--- src/rtl/id_inst_queue_pkg.sv ---
// id_inst_queue_pkg: shared constants for the ID instruction queue
`ifndef INST_NOP
`define INST_NOP 32'h0000_0000
`endif
`ifndef IQ_MAX_SHADOW
`define IQ_MAX_SHADOW 7
`endif

package id_inst_queue_pkg;
  localparam logic [31:0] INST_NOP      = `INST_NOP;
  localparam int          IQ_MAX_SHADOW = `IQ_MAX_SHADOW;
  localparam int          SHADOW_W      = $clog2(IQ_MAX_SHADOW + 1);
endpackage

--- src/rtl/id_inst_queue_storage.sv ---
// iq_storage: unreset register array with one write port and an async read port
module iq_storage #(
  parameter int DEPTH = 4,
  parameter int W     = 64
) (
  input  logic                     clk,
  input  logic                     we_i,
  input  logic [$clog2(DEPTH)-1:0] waddr_i,
  input  logic [W-1:0]             wdata_i,
  input  logic [$clog2(DEPTH)-1:0] raddr_i,
  output logic [W-1:0]             rdata_o
);
  logic [W-1:0] mem_q [DEPTH];

  // write the addressed entry; contents survive reset on purpose
  always_ff @(posedge clk) begin
    if (we_i) mem_q[waddr_i] <= wdata_i;
  end

  assign rdata_o = mem_q[raddr_i];
endmodule

--- src/rtl/id_inst_queue.sv ---
// id_inst_queue: FIFO of {pc, inst} between Icache responses and ID decode
module id_inst_queue
  import id_inst_queue_pkg::*;
#(
  parameter int DEPTH        = 4,
  parameter int INST_W       = 32,
  parameter int PC_W         = 32,
  parameter bit BYPASS       = 1'b1,
  parameter int FLUSH_SHADOW = 1
) (
  input  logic                       clk,
  input  logic                       rst_n,
  input  logic                       icache_valid_i,
  input  logic [INST_W-1:0]          icache_inst_i,
  input  logic [PC_W-1:0]            icache_pc_i,
  output logic                       iq_ready_o,
  input  logic                       fc_bk_i,
  input  logic                       fc_flush_i,
  output logic                       iq_valid_o,
  output logic [INST_W-1:0]          iq_inst_o,
  output logic [PC_W-1:0]            iq_pc_o,
  output logic [$clog2(DEPTH+1)-1:0] iq_count_o
);
  localparam int AW = $clog2(DEPTH);
  localparam int CW = $clog2(DEPTH + 1);
  localparam logic [SHADOW_W-1:0] SHADOW_LOAD = SHADOW_W'(FLUSH_SHADOW);

  logic [AW-1:0]       wr_ptr_q, wr_ptr_d, rd_ptr_q, rd_ptr_d;
  logic [CW-1:0]       count_q, count_d;
  logic [SHADOW_W-1:0] shadow_q, shadow_d;
  logic                empty, full, resp_ok, byp, bypass_take, push, pop, pop_mem;
  logic [PC_W+INST_W-1:0] head;

  assign empty       = count_q == '0;
  assign full        = count_q == CW'(DEPTH);
  // a response counts only outside reset, flush and the post-flush shadow
  assign resp_ok     = rst_n && icache_valid_i && !fc_flush_i && shadow_q == '0;
  assign byp         = BYPASS && empty && resp_ok;
  assign bypass_take = byp && !fc_bk_i;
  assign iq_valid_o  = !fc_flush_i && (!empty || byp);
  assign pop         = iq_valid_o && !fc_bk_i;
  assign pop_mem     = pop && !empty;
  assign iq_ready_o  = !full || pop;
  assign push        = resp_ok && iq_ready_o && !bypass_take;
  assign iq_count_o  = count_q;

  iq_storage #(.DEPTH(DEPTH), .W(PC_W + INST_W)) u_storage (
    .clk     (clk),
    .we_i    (push),
    .waddr_i (wr_ptr_q),
    .wdata_i ({icache_pc_i, icache_inst_i}),
    .raddr_i (rd_ptr_q),
    .rdata_o (head)
  );

  // present stored head, else the bypassed response, else NOP/0
  always_comb begin
    iq_pc_o   = !iq_valid_o ? '0 : empty ? icache_pc_i : head[PC_W+INST_W-1:INST_W];
    iq_inst_o = !iq_valid_o ? INST_W'(INST_NOP) : empty ? icache_inst_i : head[INST_W-1:0];
  end

  // next-state: flush clears the queue and arms the shadow counter
  always_comb begin
    wr_ptr_d = wr_ptr_q + AW'(push);
    rd_ptr_d = fc_flush_i ? wr_ptr_q : rd_ptr_q + AW'(pop_mem);
    count_d  = fc_flush_i ? '0 : count_q + CW'(push) - CW'(pop_mem);
    shadow_d = fc_flush_i ? SHADOW_LOAD : shadow_q != '0 ? shadow_q - 1'b1 : '0;
  end

  // state registers with asynchronous active-low reset
  always_ff @(posedge clk or negedge rst_n) begin
    if (!rst_n) begin
      wr_ptr_q <= '0;
      rd_ptr_q <= '0;
      count_q  <= '0;
      shadow_q <= '0;
    end else begin
      wr_ptr_q <= wr_ptr_d;
      rd_ptr_q <= rd_ptr_d;
      count_q  <= count_d;
      shadow_q <= shadow_d;
    end
  end
endmodule

--- config.mk ---
export PLATFORM = sky130hd
export DESIGN_NAME = id_inst_queue
export DESIGN_NICKNAME = d
export VERILOG_FILES = /design/src/rtl/id_inst_queue_pkg.sv /design/src/rtl/id_inst_queue_storage.sv /design/src/rtl/id_inst_queue.sv
export SDC_FILE = /design/constraint.sdc
export NUM_CORES = 1
export LEC_CHECK = 0
export BUFFER_PORTS_ARGS = -buffer_cell sky130_fd_sc_hd__buf_2
export CAP_MARGIN = 40
export CORE_MARGIN = 2
export CORE_UTILIZATION = 25
export CTS_CLUSTER_DIAMETER = 60
export DETAILED_ROUTE_END_ITERATION = 16
export GPL_TIMING_DRIVEN = 0
export HOLD_SLACK_MARGIN = 0.1
export PLACE_DENSITY = 0.5
export SYNTH_ARGS = -nofsm -noshare
export SYNTH_HDL_FRONTEND = slang
export SYNTH_SLANG_ARGS = --single-unit
--- constraint.sdc ---
create_clock -name clk -period 17.5 [get_ports clk]
set_input_delay 5.25 -clock clk [delete_from_list [all_inputs] [get_ports clk]]
set_output_delay 5.25 -clock clk [all_outputs]
set_load 0.02 [all_outputs]
### Word level (Yosys, flattened, before mapping)

Memories as Yosys holds them, arrays and structs flattened.
Index checks and enable logic that the tools add are counted.

* register bits after elaboration: 10
* bits in writable memories: 256
* output and inout port bits: 69
* logic and storage cells: 41
* memories kept: 1

Memory list
* u_storage.mem_q: words 4, bits a word 64, rd ports 1, clocked after memory_dff 0, wr ports 1, line id_inst_queue_storage.sv:13 `logic [W-1:0] mem_q [DEPTH];`

* add/sub/neg operators: 5
* equal/unequal tests: 1
* mux-type cells: 10
* reductions and logical operators: 20

Operator list (number)
* $mux 32: 4
* $logic_and 1x1->1: 10
* $mux 3: 3
* $logic_not 3->1: 2
* $logic_not 1->1: 5
* $add 2x1->2: 2
* $add 3x1->3: 1
* $eq 3x3->1 const B: 1
* $reduce_bool 3->1: 1
* $sub 3x1->3: 1
* $sub 3x1->3 const B: 1
* $logic_or 1x1->1: 2
* $mux 1: 2
* $mux 2: 1

### Longest topological paths before layout

Gate-level depths: netlist of run 1.

* depth in word-level cells: 13
* gate-level depth with buffers: 12
* depth with buffers taken out: 10

### By module

From an unflattened synthesis of run 1, not the netlist that was laid out.

* cell total of the unflattened synthesis: 466
* area total of the unflattened synthesis: 10581.4 um^2

Modules (own cells, without submodules)
* iq_storage: instances 1, cells each 338, area an instance 9341.5 um^2, sequential area each 7687.4 um^2
* id_inst_queue: instances 1, cells each 128, area an instance 1239.9 um^2, sequential area each 250.2 um^2

### Worst setup path after synthesis of run 1

Ideal clock, no wire load.

* path kind: in2out
* from: input port fc_flush_i
* to: output port iq_inst_o[0]
* arrival time: 6264 ps
* data required time: 12250 ps
* path slack: 5986 ps
* stages: 5
* buffers on the path: 2
* cells stage by stage: nor4_2 > and3_1 > buf_6 > buf_6 > a32o_1

* longest elaborated chain between the ends: 7

Ends and longest elaborated chain
* from (decl): line id_inst_queue.sv:18 `input logic fc_flush_i,`
* $logic_not 1->1 (*): line id_inst_queue.sv:37, id_inst_queue.sv:40
* $logic_and 1x1->1 (2 in a row): line id_inst_queue.sv:37 `assign resp_ok = rst_n && icache_valid_i && !fc_flush_i && shadow_q == '0;`
* $logic_and 1x1->1: line id_inst_queue.sv:38 `assign byp = BYPASS && empty && resp_ok;`
* $logic_or 1x1->1: line id_inst_queue.sv:40 `assign iq_valid_o = !fc_flush_i && (!empty || byp);`
* $logic_and 1x1->1 (*): line id_inst_queue.sv:40
* $mux 32 (*): line id_inst_queue.sv:59 `iq_inst_o = !iq_valid_o ? INST_W'(INST_NOP) : empty ? icache_inst_i : head[INST_W-1:0];`
* to (decl): line id_inst_queue.sv:20 `output logic [INST_W-1:0] iq_inst_o,`

Every way passes the cells marked *; elsewhere a longest branch is shown, timed or not.

### Final worst setup path of run 1

* from: input port fc_flush_i
* to: output port iq_pc_o[23]

* longest elaborated chain between the ends: 7

Ends and longest elaborated chain
* $logic_not 1->1 (*): line id_inst_queue.sv:37, id_inst_queue.sv:40
* $logic_and 1x1->1 (2 in a row): line id_inst_queue.sv:37
* $logic_and 1x1->1: line id_inst_queue.sv:38
* $logic_or 1x1->1: line id_inst_queue.sv:40
* $logic_and 1x1->1 (*): line id_inst_queue.sv:40
* $mux 32 (*): line id_inst_queue.sv:58 `iq_pc_o = !iq_valid_o ? '0 : empty ? icache_pc_i : head[PC_W+INST_W-1:INST_W];`
* to (decl): line id_inst_queue.sv:21 `output logic [PC_W-1:0] iq_pc_o,`

Marked as above.

==> qor.csv, run 1 <==
stage;metric;value;unit
run_status;status;complete, no violations;
routing;first_pass_iters;5;
logic_synthesis;syn_nets;548;
setup_path;cp_cell_sequence;buf_2, nor2_1, buf_2, clkbuf_1, a32o_1, buf_2;
routing;drcViolationCount;0;
setup_path;required;12.25;ns
power_and_ir_drop;p_leak;4.63;nW
logic_synthesis;synthesis.area;10600;um2
timing;clock.fmax;82.6;MHz
clock_network;hold_buffers;0;
setup_path;crit_family;buffers and inverters;
clock_network;post_cts_buffers;0;
global_route;grt_pass1_wl;38400;um
timing;hold_violations;0;
min_path;hp-class;reg2reg;
timing;rsz0062_at_grt;false;
timing;fin_hold_ws;0.523;ns
placement;dpl.hpwl;16900;um
clock_network;htreeDepth;2;
setup_path;crit_fanout;10;
routing;routed_wl;25600;um
timing;worstMarginPinSlew;0.891;ns
finish;num-fill-cells;4063;
routing;vias;5708;
logic_synthesis;seq_area_frac_synth;0.752;
floorplanning;start_util;0.252;
clock_network;cts_tree;built;
routing;viasPerCell;4.58;
floorplanning;io_pins;138;
routing;drt-initial-drc-count;355;
finish;area_growth;26.7;%
global_route;grt_max_degree;14;
setup_path;path_common_cell;buf_2;
floorplanning;die_w;210;um
finish;drive_gt1_frac;0.450;
logic_synthesis;syn_avg_cell_area;22.3;um2
clock_network;insertion_delay;0.53;ns
floorplanning;dieArea;43900;um2
power_and_ir_drop;ir_worst_vdd;0.0858;mV
timing;skew;0.0130;ns
timing;min_period_over_period;0.691;
setup_path;crit_path_max_incr_delay;0.52;ns
routing;ant_nets;0;
clock_network;clk_path_buf_depth;3;
global_route;antenna_found_initial;2;
setup_path;critical_path_class;in2out;
floorplanning;rows;75;
timing;setup_violations;0;
floorplanning;core_area;41900;um2
setup_path;arrival;6.85;ns
global_route;grtUsageTotal;0.117;
logic_synthesis;netlist_instances;474;
run;drv_cap;0;
global_route;gr-total-overflow;0;
finish;diodes;0;
logic_synthesis;ys_warn_count;0;
setup_path;worst_path_max_delay_cell;clkbuf_1;
timing;maxSlewHeadroom;0.403;
setup_path;cp-end-kind;output pin;
timing;fin_crit;12.10;ns
setup_path;start_kind;input pin;
clock_network;cts.clk_slew.worst_paths;0.06;ns
timing;slew_viol_final;0;
logic_synthesis;synth_seq_cells;266;
clock_network;clkSinkCount;266;
floorplanning;die_h;210;um
clock_network;cts_resized;0;
setup_path;timing.critical_path.buf_inv;4;
global_route;grt_pass1_vias;6102;
logic_synthesis;ys_types;28;
clock_network;cts_buffers;35;
finish;nets;756;
clock_network;cts-root-buf;clkbuf_16;
timing;setup_tns;0;ns
placement;place.gp.congestion;0.697;
routing;wire_per_inst;20.6;um
power_and_ir_drop;power_density;150;nW/um2
placement;io_buffers;137;
## area by class of cell
cell class / instances / area, um2 / share of cell area
sequential: 266 / 7940 / 0.594
multi-input combinational: 167 / 2380 / 0.178
timing repair buffer: 171 / 990 / 0.0740
clock buffer: 42 / 945 / 0.0706
tap: 539 / 674 / 0.0504
buffer: 36 / 245 / 0.0183
clock inverter: 19 / 186 / 0.0139
inverter: 5 / 18.8 / 0.00140
## synthesized netlist by cell type
master	instances	share of area
a21oi_1	1	0.00047
a32o_1	64	0.061
and2_1	1	0.00059
and3_1	1	0.00059
buf_1	1	0.00036
buf_2	10	0.0047
buf_6	13	0.014
clkbuf_1	12	0.0043
dfrtp_1	10	0.024
edfxtp_1	256	0.73
fa_1	1	0.0019
ha_1	4	0.0047
inv_1	5	0.0018
mux2_2	1	0.0011
mux4_2	64	0.14
nand2_1	4	0.0014
nor2_1	7	0.0025
nor2b_1	1	0.00059
nor3_1	6	0.0028
nor3_2	1	0.00095
nor3b_1	1	0.00071
nor4_2	1	0.0012
o2111ai_1	1	0.00083
o21ai_0	1	0.00047
o21bai_1	1	0.00071
or2_2	2	0.0012
xnor2_1	1	0.00083
xor2_1	3	0.0025
## worst paths after layout
kind / start / endpoint / slack, ns / cells past startpoint
worst min-delay path: shadow_q[0] / shadow_q[0] / 0.52 / 1
worst max-delay path: fc_flush_i / iq_pc_o[23] / 5.40 / 6
max in group asynchronous: rst_n / rd_ptr_q[1] / 12.68 / 1
worst max register to register: iq_count_o[1] / iq_count_o[2] / 14.16 / 12
worst min register to register: shadow_q[0] / shadow_q[0] / 0.52 / 1
min in group asynchronous: rst_n / shadow_q[0] / 4.60 / 1
## placed cells by master (no fill, tap or decap), drive strengths merged
cell,count
edfxtp,256
buf,195
mux4,64
a32o,64
clkbuf,54
clkinv,13
dfrtp,10
nor2,7
nor3,7
inv,6
nand2,4
ha,4
xor2,3
bufinv,3
or2,2
clkinvlp,2
nor4,1
and3,1
o2111ai,1
o21bai,1
a21oi,1
nor2b,1
mux2,1
xnor2,1
o21ai,1
and2,1
nor3b,1
fa,1
## sequential cells by signal, indices dropped and copies added, names as in the netlist
| name | count |
|---|---|
| u_storage.mem_q | 256 |
| iq_count_o | 3 |
| rd_ptr_q | 2 |
| shadow_q | 3 |
| wr_ptr_q | 2 |
## report_power, final
| group | internal [W] | switching, W |
|---|---|---|
| Clock | 0.000430 | 0.000268 |
| Sequential | 0.000719 | 0.0000118 |
| Combinational | 0.000237 | 0.000337 |
## worst reg2reg max path, stage by stage (launching register included)
cell and delay, ns:
dfrtp_1 0.46, nor3_2 0.28, buf_2 0.41, buf_1 0.54
nor3_1 0.17, ha_1 0.31, inv_1 0.06, ha_1 0.13
inv_1 0.05, fa_1 0.39, xor2_1 0.16, and2_1 0.16
nor3_1 0.12
## per-stage QoR
stage / power, W / cells / utilization / worst slack (ns) / area, um2
global route: 0.00210 / 1245 / 0.320 / 5.23 / 13400
floorplan: 0.00114 / 474 / - / 5.99 / 10600
global placement: 0.00133 / 1150 / 0.285 / 1.97 / 11900
CTS: 0.00204 / 1245 / 0.320 / 5.29 / 13400
detailed placement: 0.00134 / 1184 / 0.293 / 5.30 / 12200
finish: 0.00200 / 1245 / 0.320 / 5.40 / 13400
## layer usage
layer / vias up / GRT usage / share of wire
li1: 2499 / - / -
met5: - / 0 / 0.0012
met1: 3007 / 0.152 / 0.44
met3: 42 / 0.0307 / 0.059
met4: 4 / 0.0404 / 0.021
met2: 156 / 0.190 / 0.48
## cell families (layout without fill, tap and decap cells)
group | count (synthesis) | in the layout | synth area share
fa+ha+maj | 5 | 5 | 0.00664
simple gates | 25 | 25 | 0.0126
xor+xnor | 4 | 4 | 0.00332
flops | 266 | 266 | 0.752
compound gates | 68 | 68 | 0.0632
mux | 65 | 65 | 0.138
buf+inv | 41 | 273 | 0.0250
Note: power is estimated with default switching activity, not from simulation.
==> run 2, diff against run 1 <==
Settings changed: PLACE_DENSITY 0.5 to 0.51.
Clock period 17.5 ns to 9.79 ns, I/O delays scaled along.
==> run 2 against run 1 <==
Flip-flop and latch count unchanged. Worst setup slack got worse by 3.1 ns. Final area decreased by 1.4%. Global-route usage decreased by 0.22 points. Sequential power increased by 79%. Critical endpoint is now iq_inst_o[23]. Highest routed layer unchanged.
==> qor.csv, run 2 (synthesized netlist as in run 1, its figures left out) <==
stage;metric;value;unit;change
routing;wire_per_inst;20.5;um;-0.26%
floorplanning;die_h;210;um;unchanged
power_and_ir_drop;p_leak;4.55;nW;-1.7%
floorplanning;rows;75;;unchanged
global_route;grt_max_degree;16;;+2
routing;routed_wl;25500;um;-0.50%
timing;min_period_over_period;0.769;;
finish;mostFrequentLayoutCell;edfxtp_1;;
placement;io_buffers;137;;unchanged
placement;place_ws;2.20;ns;-3.10 ns
finish;nets;752;;-0.53%
placement;dpl.hpwl;17000;um;+0.42%
min_path;holdPathStages;1;;unchanged
routing;first_pass_iters;4;;-1
setup_path;path_common_cell;buf_2;;
power_and_ir_drop;swShare;0.313;;+0.00553
global_route;gr-total-overflow;0;;unchanged
setup_path;critical_path_class;in2out;;
global_route;grt_pass1_wl;38300;um;-0.30%
clock_network;clkSinkCount;266;;unchanged
timing;slew_viol_final;0;;unchanged
clock_network;post_cts_buffers;0;;unchanged
clock_network;clk_path_buf_depth;3;;unchanged
setup_path;cp_cell_sequence;buf_2, nor2_1, buf_2, clkbuf_1, a32o_1, buf_2;;
run_status;status;complete, no violations;;
setup_path;required;6.85;ns;-5.40 ns
floorplanning;die_w;210;um;unchanged
floorplanning;dieArea;43900;um2;unchanged
clock_network;cts_tree;built;;
timing;fin_crit;7.53;ns;
finish;diodes;0;;unchanged
timing;skew;0.0277;ns;+0.0147 ns
setup_path;cp-end-kind;output pin;;
routing;drcViolationCount;0;;unchanged
setup_path;timing.critical_path.buf_inv;4;;unchanged
power_and_ir_drop;power_density;258;nW/um2;+73%
routing;ant_nets;0;;unchanged
finish;mostFrequentLayoutCells;256 x edfxtp_1, 147 x buf_2, 64 x mux4_2, 64 x a32o_1, 31 x clkbuf_16;;
clock_network;hold_buffers;0;;unchanged
finish;area_growth;24.9;%;
floorplanning;io_pins;138;;unchanged
timing;setup_violations;0;;unchanged
clock_network;insertion_delay;0.57;ns;+0.04 ns
setup_path;arrival;4.59;ns;-2.26 ns
setup_path;timing.rr.end;iq_count_o[2];;
placement;place.gp.congestion;0.682;;-2.1%
routing;drt-initial-drc-count;447;;+26%
power_and_ir_drop;intPower;0.00234;W;+69%
setup_path;crit_fanout;10;;unchanged
timing;worstMarginPinSlew;0.736;ns;-0.155 ns
clock_network;cts-root-buf;clkbuf_16;;
floorplanning;start_util;0.252;;unchanged
clock_network;cts_buffers;31;;-11%
setup_path;rrSetupSlack;6.53;ns;-7.63 ns
power_and_ir_drop;p_clk_frac;0.315;;-0.033
global_route;antenna_found_initial;1;;-1
setup_path;crit_family;buffers and inverters;;
global_route;grt_pass1_vias;6099;;-0.049%
min_path;min_to;shadow_q[0];;
timing;rsz0062_at_grt;false;;
timing;hold_violations;0;;unchanged
clock_network;htreeDepth;1;;-1
floorplanning;core_area;41900;um2;unchanged
setup_path;worst_path_max_delay_cell;clkbuf_1;;
min_path;hp-class;reg2reg;;
timing;maxSlewHeadroom;0.506;;+0.104
finish;finish.utilization;0.315;;-0.00437
clock_network;cts.clk_slew.worst_paths;0.06;ns;about the same
min_path;min-delay-start;shadow_q[0];;
timing;worst_slack;2.26;ns;-3.14 ns
setup_path;reg2reg_from;iq_count_o[1];;
routing;viasPerCell;4.59;;+0.10%
run;drv_cap;0;;unchanged
timing;clock.fmax;133;MHz;
power_and_ir_drop;totalPowerFinal;0.00341;W;+70%
placement;place_inst;1184;;unchanged
finish;drive_gt1_frac;0.442;;-0.00804
finish;final_cells;1242;;-0.24%
setup_path;crit_path_max_incr_delay;0.53;ns;about the same
setup_path;rr_worst_depth;12;;unchanged
power_and_ir_drop;power_switching;0.00107;W;+73%
power_and_ir_drop;ir_worst_vdd;0.113;mV;+31%
power_and_ir_drop;p_seq_frac;0.383;;+0.018
finish;largest_reg_flops;256;;unchanged
routing;vias;5700;;-0.14%
timing;fin_hold_ws;0.539;ns;+0.0162 ns
setup_path;start_kind;input pin;;
global_route;grtUsageTotal;0.115;;-0.00220
finish;top_register;u_storage.mem_q;;
clock_network;cts_resized;0;;unchanged
power_and_ir_drop;comb_power_share;0.301;;+0.014
-- run 2: cell types whose count changed in the layout (fill, tap and decap cells not counted), moves of 2 or more --
cell,delta
clkbuf_16,-6
clkinvlp_4,-2
inv_6,+2
clkinv_4,-2
clkbuf_8,+3
clkbuf_1,+5
bufinv_16,-2
-- run 2: metal layers --
layer	part of all wire	vias up	GRT usage	routed length (um)
met2	0.48	150	0.189	12100
li1	-	2489	-	-
met5	0.00043	-	0	11
met3	0.045	45	0.0242	1160
met4	0.022	2	0.0286	554
met1	0.46	3014	0.156	11700
-- run 2: power groups by stage --
stage	logic, W	registers, W	clock network, W
2_1_floorplan	0.000700	0.00133	0
3_3_place_gp	0.00104	0.00134	0
3_5_place_dp	0.00106	0.00133	0
4_1_cts	0.00106	0.00131	0.00111
5_1_grt	0.00111	0.00131	0.00115
6_report	0.00103	0.00131	0.00107
-- run 2: worst max path at each step --
stage / start / end / cells after the start
final: fc_flush_i / iq_inst_o[23] / 6
after global routing: fc_flush_i / iq_inst_o[10] / 6
after CTS: fc_flush_i / iq_inst_o[4] / 6
after detailed placement: fc_flush_i / iq_inst_o[4] / 6
after global placement: fc_flush_i / u_storage.mem_q[3][7] / 4
after floorplan: fc_flush_i / u_storage.mem_q[2][0] / 3
-- run 2: final cells by class --
cell class              instances  area [um2]
well taps                     539         674
multi-input cells             167        2380
fillers                      4083       28700
clock buffers                  44         855
clock inverters                14         101
plain buffers                  36         245
repair buffers                171         982
inverters                       5        18.8
flip-flops and latches        266        7940
-- run 2: through the flow --
stage          area, um2  setup TNS [ns]
2_1_floorplan      10600               0
3_3_place_gp       11900         -854.20
3_5_place_dp       12200               0
4_1_cts            13200               0
5_1_grt            13200               0
6_report           13200               0
